==> config.mk <==
export PLATFORM = sky130hd
export DESIGN_NAME = screen_scanner
export DESIGN_NICKNAME = d
export VERILOG_FILES = /design/src/rtl/screen_scanner.sv
export SDC_FILE = /design/constraint.sdc
export NUM_CORES = 1
export LEC_CHECK = 0
export ABC_CLOCK_PERIOD_IN_PS = 2450
export CAP_MARGIN = 5
export CORE_MARGIN = 2
export CORE_UTILIZATION = 54
export DETAILED_ROUTE_END_ITERATION = 6
export PLACE_DENSITY_LB_ADDON = 0.08
export SYNTH_ARGS = -nofsm -noshare
export SYNTH_HDL_FRONTEND = slang
export SYNTH_SLANG_ARGS = --single-unit
==> constraint.sdc <==
create_clock -name clk -period 2.45 [get_ports clk]
set_input_delay 0.49 -clock clk [delete_from_list [all_inputs] [get_ports clk]]
set_output_delay 0.49 -clock clk [all_outputs]
set_load 0.005 [all_outputs]
==> src/rtl/screen_scanner.sv <==
// Raster scanner: fetches screen words in order and serializes them LSB-first as a
// valid/ready pixel stream with sol/sof/frame_done markers. Define SCANNER_PREFETCH_EN for a gap-free stream.
module screen_scanner #(
  parameter int WORDS_PER_ROW = 32,
  parameter int ROWS          = 256
) (
  input  logic        clk,
  input  logic        rst_n,
  input  logic        enable,
  output logic        fb_rd_en,
  output logic [12:0] fb_adr,
  input  logic [15:0] fb_data,
  output logic        pix,
  output logic        pix_valid,
  input  logic        pix_ready,
  output logic        sol,
  output logic        sof,
  output logic        frame_done
);
  localparam logic [12:0] LAST_WORD = 13'(WORDS_PER_ROW * ROWS - 1);
  localparam logic [12:0] COL_MASK  = 13'(WORDS_PER_ROW - 1);

  typedef enum logic [1:0] {IDLE, READ, LOAD, STREAM} state_t;

  state_t      state;
  logic [12:0] word_ptr;
  logic [3:0]  bit_cnt;
  logic [15:0] shreg;
  logic [12:0] next_ptr;
  logic        xfer;
  logic        word_end;
  logic        frame_end;

  function automatic logic [12:0] wrap_inc(input logic [12:0] p);
    return (p == LAST_WORD) ? 13'd0 : p + 13'd1;
  endfunction

  function automatic logic row_start(input logic [12:0] p);
    return (p & COL_MASK) == 13'd0;
  endfunction

  assign next_ptr  = wrap_inc(word_ptr);
  assign xfer      = (state == STREAM) && pix_ready;
  assign word_end  = xfer && (bit_cnt == 4'd15);
  assign frame_end = word_end && (word_ptr == LAST_WORD);
  assign pix       = shreg[0];

`ifdef SCANNER_PREFETCH_EN
  logic [15:0] pbuf;
  logic        pbuf_full;
  logic        pf_capture;

  // NOTE: pbuf is pure datapath qualified by pbuf_full, so it is deliberately left out of reset.
  always_ff @(posedge clk) begin
    if (pf_capture) pbuf <= fb_data;
  end
`endif

  // NOTE: all state and registered outputs use non-blocking assignments so every
  // branch sees the pre-edge values of word_ptr, bit_cnt and shreg.
  always_ff @(posedge clk or negedge rst_n) begin
    if (!rst_n) begin
      state      <= IDLE;
      word_ptr   <= '0;
      bit_cnt    <= '0;
      shreg      <= '0;
      fb_rd_en   <= 1'b0;
      fb_adr     <= '0;
      pix_valid  <= 1'b0;
      sol        <= 1'b0;
      sof        <= 1'b0;
      frame_done <= 1'b0;
`ifdef SCANNER_PREFETCH_EN
      pbuf_full  <= 1'b0;
      pf_capture <= 1'b0;
`endif
    end else begin
      fb_rd_en   <= 1'b0;
      frame_done <= 1'b0;
`ifdef SCANNER_PREFETCH_EN
      // Read data arrives the cycle after the prefetch strobe issued in STREAM.
      pf_capture <= fb_rd_en && (state == STREAM);
      if (pf_capture) pbuf_full <= 1'b1;
`endif
      case (state)
        IDLE: begin
          if (enable) begin
            state    <= READ;
            word_ptr <= '0;
            fb_rd_en <= 1'b1;
            fb_adr   <= '0;
          end
        end
        READ: state <= LOAD;
        LOAD: begin
          shreg     <= fb_data;
          bit_cnt   <= '0;
          state     <= STREAM;
          pix_valid <= 1'b1;
          sol       <= row_start(word_ptr);
          sof       <= (word_ptr == 13'd0);
`ifdef SCANNER_PREFETCH_EN
          fb_rd_en  <= 1'b1;
          fb_adr    <= next_ptr;
`endif
        end
        STREAM: begin
          if (word_end) begin
            word_ptr <= next_ptr;
            if (frame_end) frame_done <= 1'b1;
`ifdef SCANNER_PREFETCH_EN
            pbuf_full <= 1'b0;
            if (frame_end && !enable) begin
              state     <= IDLE;
              pix_valid <= 1'b0;
              sol       <= 1'b0;
              sof       <= 1'b0;
            end else if (pbuf_full) begin
              shreg    <= pbuf;
              bit_cnt  <= '0;
              sol      <= row_start(next_ptr);
              sof      <= (next_ptr == 13'd0);
              fb_rd_en <= 1'b1;
              fb_adr   <= wrap_inc(next_ptr);
            end else begin
              // Prefetch never landed: fall back to a plain fetch of the next word.
              state     <= READ;
              pix_valid <= 1'b0;
              fb_rd_en  <= 1'b1;
              fb_adr    <= next_ptr;
            end
`else
            pix_valid <= 1'b0;
            if (frame_end && !enable) begin
              state <= IDLE;
            end else begin
              state    <= READ;
              fb_rd_en <= 1'b1;
              fb_adr   <= next_ptr;
            end
`endif
          end else if (xfer) begin
            shreg   <= {1'b0, shreg[15:1]};
            bit_cnt <= bit_cnt + 4'd1;
            sol     <= 1'b0;
            sof     <= 1'b0;
          end
        end
        default: state <= IDLE;
      endcase
    end
  end
endmodule

## Word level (Yosys, flattened, before mapping)

Index checks and enable logic that the tools add are counted.

| storage, ports and cells | value |
|---|---|
| bits in registers | 53 |
| input port bits | 20 |
| output and inout port bits | 19 |
| word-level logic and storage cells | 67 |

| operators by class | value |
|---|---|
| $add $sub $neg | 2 |
| equal/unequal tests | 10 |
| multiplexer cells | 30 |
| reduce and logical (&&, ||, !) cells | 15 |

Operators with widths:

| operator | count |
|---|---|
| 13-bit 2-to-1 mux | 5 |
| 13-bit one-hot mux with 2 select lines | 2 |
| 16-bit 2-to-1 mux | 2 |
| 16-bit one-hot mux with 2 select lines | 1 |
| 13-bit zero test | 2 |
| 13-bit by 1-bit adder with 13-bit output, second input constant | 1 |
| 13-bit == test, second input constant | 1 |
| 1-bit 2-to-1 mux | 10 |
| 2-bit != test, second input constant | 5 |
| 4-bit 2-to-1 mux | 2 |
| 1-bit one-hot mux with 2 select lines | 4 |
| 2-bit one-hot mux with 4 select lines | 1 |
| 4-bit one-hot mux with 2 select lines | 1 |
| 3-bit AND reduction | 2 |
| 4-bit by 1-bit adder with 4-bit output, second input constant | 1 |
| 2-bit == test, second input constant | 2 |
| 4-bit == test, second input constant | 1 |
| 1-bit logical AND | 4 |
| 2-bit 2-to-1 mux | 2 |
| 2-bit AND reduction | 2 |
| 4-bit AND reduction | 1 |
| 2-bit nonzero test | 2 |
| 2-bit by 1-bit == test with 1-bit output, second input constant | 1 |
| 2-bit zero test | 1 |
| 1-bit zero test | 1 |

## Depth between registers and ports, before layout

| depth | value |
|---|---|
| word-level depth | 8 |
| mapped depth | 7 |

## Least setup slack after synthesis

OpenSTA, ideal clock, no wires.

| timing | value |
|---|---|
| path type | reg2reg |
| start | register word_ptr[0] |
| end | register fb_adr[0] |
| library setup time | 0.121 ns |
| arrival time | 1.995 ns |
| slack | 0.334 ns |
| stages on the path, launching flop included | 8 |
| clock period less this slack | 2.116 ns |
| cell sequence | dfrtp_1 -> ha_1 -> nand3_4 -> or4_4 -> buf_6 -> and3_4 -> buf_6 -> a22o_1 |

| between the ends | value |
|---|---|
| longest elaborated chain between the ends | 5 |

Ends and longest elaborated chain:

| element | line | source |
|---|---|---|
| start, declared | 26 | `logic [12:0] word_ptr;` |
| start signal, assigned | 109 | `word_ptr <= next_ptr;` |
| 13-bit by 1-bit adder with 13-bit output or 13-bit == test (tied branches) | 35, 45 |  |
| 13-bit 2-to-1 mux or 1-bit logical AND (tied branches) | 35, 45 |  |
| 13-bit 2-to-1 mux or 1-bit logical AND (tied branches) | 134 | `if (frame_end && !enable) begin` |
| 13-bit 2-to-1 mux or 2-bit != test (tied branches) | -- |  |
| 13-bit one-hot mux with 2 select lines or 4-bit AND reduction (tied branches) | -- |  |
| end signal, assigned | 139 | `fb_adr <= next_ptr;` |
| end, declared | 11 | `output logic [12:0] fb_adr,` |

Parallel ways exist; a longest one is shown, timed or not. The select of a mux whose other input is x is not followed.
A chain may end at the register's enable or synchronous reset.

## Worst setup path in the final report

| timing | value |
|---|---|
| start | register word_ptr[0] |
| end | register word_ptr[4] |

| between the ends | value |
|---|---|
| longest elaborated chain between the ends | 4 |

Ends and longest elaborated chain:

| element | line | source |
|---|---|---|
| 13-bit by 1-bit adder with 13-bit output or 13-bit == test (tied branches) | 35 | `return (p == LAST_WORD) ? 13'd0 : p + 13'd1;` |
| 13-bit 2-to-1 mux (*) | 35 |  |
| 13-bit 2-to-1 mux (*) | 108 | `if (word_end) begin` |
| 13-bit one-hot mux with 2 select lines (*) | 85 | `case (state)` |

Mark *: on every way between the ends. The rest lies on a longest branch, timed or not. The select of a mux whose other input is x is not followed.

==> summary.log <==
INFO  route          via_per_inst=5.60
INFO  power          power_switching_share=0.367
INFO  synthesis      synthesis.instances=260
INFO  clock_tree     cells_resized_by_post_cts_repair=0
INFO  global_routing grt_max_degree=27
INFO  power          power=3.05mW
INFO  power          pwr_density_cell=937nW/um^2
INFO  synthesis      async_flop_share=1.00
INFO  route          drtPass1Iterations=4
INFO  setup_path     cp.arrival=2420ps
INFO  clock_tree     postCtsSetupBuffers=0
INFO  synthesis      synth-seq-cells=53
INFO  status         run_status=complete, no violations
INFO  sta            drv_slew=0
INFO  route          antenna_left=0
INFO  placement      dp_cells=360
INFO  floorplan      die-height=74.4microns
INFO  route          drt_iter0_markers=105
INFO  clock_tree     clk_pin_slew_worst_paths=90ps
INFO  sta            finalSetupViolations=0
INFO  synthesis      number_of_flops_mapped_to_enable_cells_by_yosys=0
INFO  synthesis      synth.net_count=287
INFO  clock_tree     cts_htree_levels=2
INFO  setup_path     critical_path.startpoint_type=flip-flop
INFO  sta            final.period_utilization=0.907
INFO  final_layout   layout-drive-gt1-share=0.106
INFO  route          detailroute.via_count=2059
INFO  floorplan      die_w=74.4microns
INFO  global_routing grt.overflow.total=0
INFO  route          route.detailed.drc=0
INFO  placement      post-dp-hpwl=3910microns
INFO  sta            layout_min_cycle_time=2220ps
INFO  power          power.internal=1.93mW
INFO  global_routing first_pass_grt_wire_length=9080microns
INFO  floorplan      core.rowCount=25
INFO  sta            timing.final.ws_setup=227ps
INFO  floorplan      fp.dieArea=5530squm
INFO  clock_tree     cts-root-to-sink-buffers=2
INFO  global_routing antenna_violations_before_repair=0
INFO  run            drv_cap=0
INFO  route          drt-wirelength-per-cell=14.7microns
INFO  hold_path      min-delay-path-class=in2async
INFO  synthesis      synth_top_cell_area_share=0.496
INFO  clock_tree     clock_sink_count=53
INFO  final_layout   areaGrowthSynthToFinish=21.6%
INFO  power          power.static_leakage=1.40nW
INFO  synthesis      synth_top_area_cell=sky130_fd_sc_hd__dfrtp_1
INFO  floorplan      fp.coreArea=4750squm
INFO  placement      port_buffers=38
INFO  clock_tree     tritoncts=done
INFO  final_layout   fin_nets=327
INFO  final_layout   antenna_cells=0
INFO  global_routing vias_in_the_first_global_route=1967
INFO  sta            rsz_0062_raised_after_global_routing=no
INFO  synthesis      synth_cell_types=48
INFO  synthesis      yosys-top-cells-area=sky130_fd_sc_hd__dfrtp_1, sky130_fd_sc_hd__mux2i_1, sky130_fd_sc_hd__o21ai_0
INFO  power          vdd_drop_max=0.630mV
INFO  setup_path     end_kind=flip-flop
INFO  power          power_frac_seq=0.403
INFO  sta            max-slew-margin-rel=0.638
INFO  placement      dpl-instance-area=3150squm
INFO  setup_path     worst_ep_required_time=2650ps
INFO  floorplan      initial_util=0.562
INFO  final_layout   layout.core_utilization=0.684
INFO  sta            final.hold.worst_slack=151ps
INFO  sta            worstMarginPinSlew=543ps
INFO  synthesis      synth_area_per_cell=10.3squm
INFO  clock_tree     worst_skew_pair_later_pin_latency=310ps
INFO  floorplan      num_ports=39
INFO  synthesis      ys.flop_type=sky130_fd_sc_hd__dfrtp_1
INFO  setup_path     worstSetupPathType=reg2reg
INFO  final_layout   instances_no_fill=368
INFO  clock_tree     tritoncts.num_buffers=5
INFO  final_layout   final_design_area_no_fill=3250squm
INFO  clock_tree     cts.root.buffer_cell=sky130_fd_sc_hd__clkbuf_8
INFO  synthesis      yosysSeqAreaShare=0.496
INFO  setup_path     cp_max_fo=11
INFO  sta            max_fclk=450MHz
INFO  sta            totalNegativeSetupSlack=0ps
INFO  power          net-switching-power=1.12mW
INFO  placement      post_place_setup_slack=224ps
INFO  route          finalWirelength=5410microns
INFO  placement      place.gp.congestion=0.896
INFO  clock_tree     number_of_buffers_inserted_by_hold_repair_at_cts=0
INFO  synthesis      mappedNetlistArea=2670squm
INFO  power          clockPowerShare=0.173
INFO  power          combinational_cell_fraction_of_total_power=0.424
INFO  sta            final_hold_viol_count=0
INFO  synthesis      yosys_warnings=0
INFO  global_routing grt_usage=0.215
INFO  sta            fin_worst_skew=6.32ps
-- cells in the final DEF (no fill, tap or decap), types with 3 or more instances in the layout --
cell                              instances
sky130_fd_sc_hd__o2bb2ai_1                5
sky130_fd_sc_hd__o21ai_0                 31
sky130_fd_sc_hd__nand4_1                  3
sky130_fd_sc_hd__inv_1                    8
sky130_fd_sc_hd__buf_4                   11
sky130_fd_sc_hd__clkbuf_8                 7
sky130_fd_sc_hd__a22o_1                   7
sky130_fd_sc_hd__mux2i_1                 17
sky130_fd_sc_hd__ha_1                     7
sky130_fd_sc_hd__xor2_1                   4
sky130_fd_sc_hd__nand3_1                  9
sky130_fd_sc_hd__nor4_1                   6
sky130_fd_sc_hd__nor2_1                   9
sky130_fd_sc_hd__nor3_1                   4
sky130_fd_sc_hd__a21o_1                   3
sky130_fd_sc_hd__dfrtp_1                 53
sky130_fd_sc_hd__nand2_1                 34
sky130_fd_sc_hd__a21oi_1                  7
sky130_fd_sc_hd__clkdlybuf4s50_1         37
-- area by class of cell --
type | instances | area [sq um]
Fill cell | 388 | 1500
Sequential cell | 53 | 1330
Multi-Input combinational cell | 182 | 1230
Timing Repair Buffer | 50 | 478
Clock buffer | 7 | 96.3
Tap cell | 67 | 83.8
Inverter | 8 | 30.0
Clock inverter | 1 | 5.00
-- worst max-delay path, cell delays in order, from the launching register on --
cell	delay [ps]
sky130_fd_sc_hd__dfrtp_1	450
sky130_fd_sc_hd__ha_1	310
sky130_fd_sc_hd__nand3_4	100
sky130_fd_sc_hd__or4_4	620
sky130_fd_sc_hd__nand3_1	350
sky130_fd_sc_hd__buf_4	200
sky130_fd_sc_hd__o21ai_0	80
-- flip-flops by register name (all words and copies together), names as in the netlist --
register and count:
fb_adr 13, pix_valid 1, frame_done 1, state 2, fb_rd_en 1, shreg 16, word_ptr 13, sof 1
sol 1, bit_cnt 4
-- synthesized netlist by cell type (all sizes together), types with 2 or more instances --
library cell   n
nor2b          2
o2bb2ai        5
a211oi         2
a21boi         2
nand2b         2
a21o           3
xor2           4
nor4           6
inv            8
o21ai         31
nor2           9
a22o           7
clkbuf         7
a2bb2oi        2
buf           10
xnor2          2
a32oi          2
mux2           2
mux2i         17
a21oi          7
dfrtp         53
and3           2
nor3           4
nand2         34
ha             7
nand3         10
a32o           2
o21a           2
nand4          3
o31ai          3
-- kinds of logic (layout without fill, tap and decap cells) --
logic type               Yosys count  after routing  share of synthesized area
AO/OA/AOI/OAI                     75             75                      0.195
AND/OR/NAND/NOR                   75             75                      0.139
flip-flops                        53             53                      0.496
buffers and inverters             25             66                     0.0454
multiplexers                      19             19                     0.0721
adder cells (fa/ha/maj)            7              7                     0.0328
XOR/XNOR                           6              6                     0.0197
-- routing by layer --
| layer | up-vias | track usage | routed length [microns] |
|---|---|---|---|
| met2 | 43 | 0.343 | 2490 |
| met4 | 0 | 0.0694 | 71 |
| met5 | - | 0 | 0 |
| met1 | 987 | 0.293 | 2630 |
| li1 | 1022 | - | - |
| met3 | 7 | 0.0474 | 218 |
-- power by group through the flow --
stage               clock, mW  sequential [mW]  combinational, mW
floorplan                   0             1.22              0.874
global placement            0             1.23               1.25
detailed placement          0             1.25               1.30
CTS                     0.542             1.23               1.30
global route            0.572             1.26               1.46
finish                  0.528             1.23               1.29
-- path summary, 6_finish.rpt --
check,from,endpoint,slack [ps],depth (start not counted)
worst max-delay path,word_ptr[0]$_DFFE_PN0P_,word_ptr[4]$_DFFE_PN0P_,230,6
worst min-delay path,rst_n,shreg[9]$_DFFE_PN0P_,150,1
worst max register to register,word_ptr[0]$_DFFE_PN0P_,word_ptr[4]$_DFFE_PN0P_,230,6
worst min register to register,shreg[14]$_DFFE_PN0P_,shreg[14]$_DFFE_PN0P_,490,2
max in group asynchronous,rst_n,word_ptr[10]$_DFFE_PN0P_,1690,2
min in group clk,shreg[14]$_DFFE_PN0P_,shreg[14]$_DFFE_PN0P_,490,2
(Power assumes the default switching activity.)
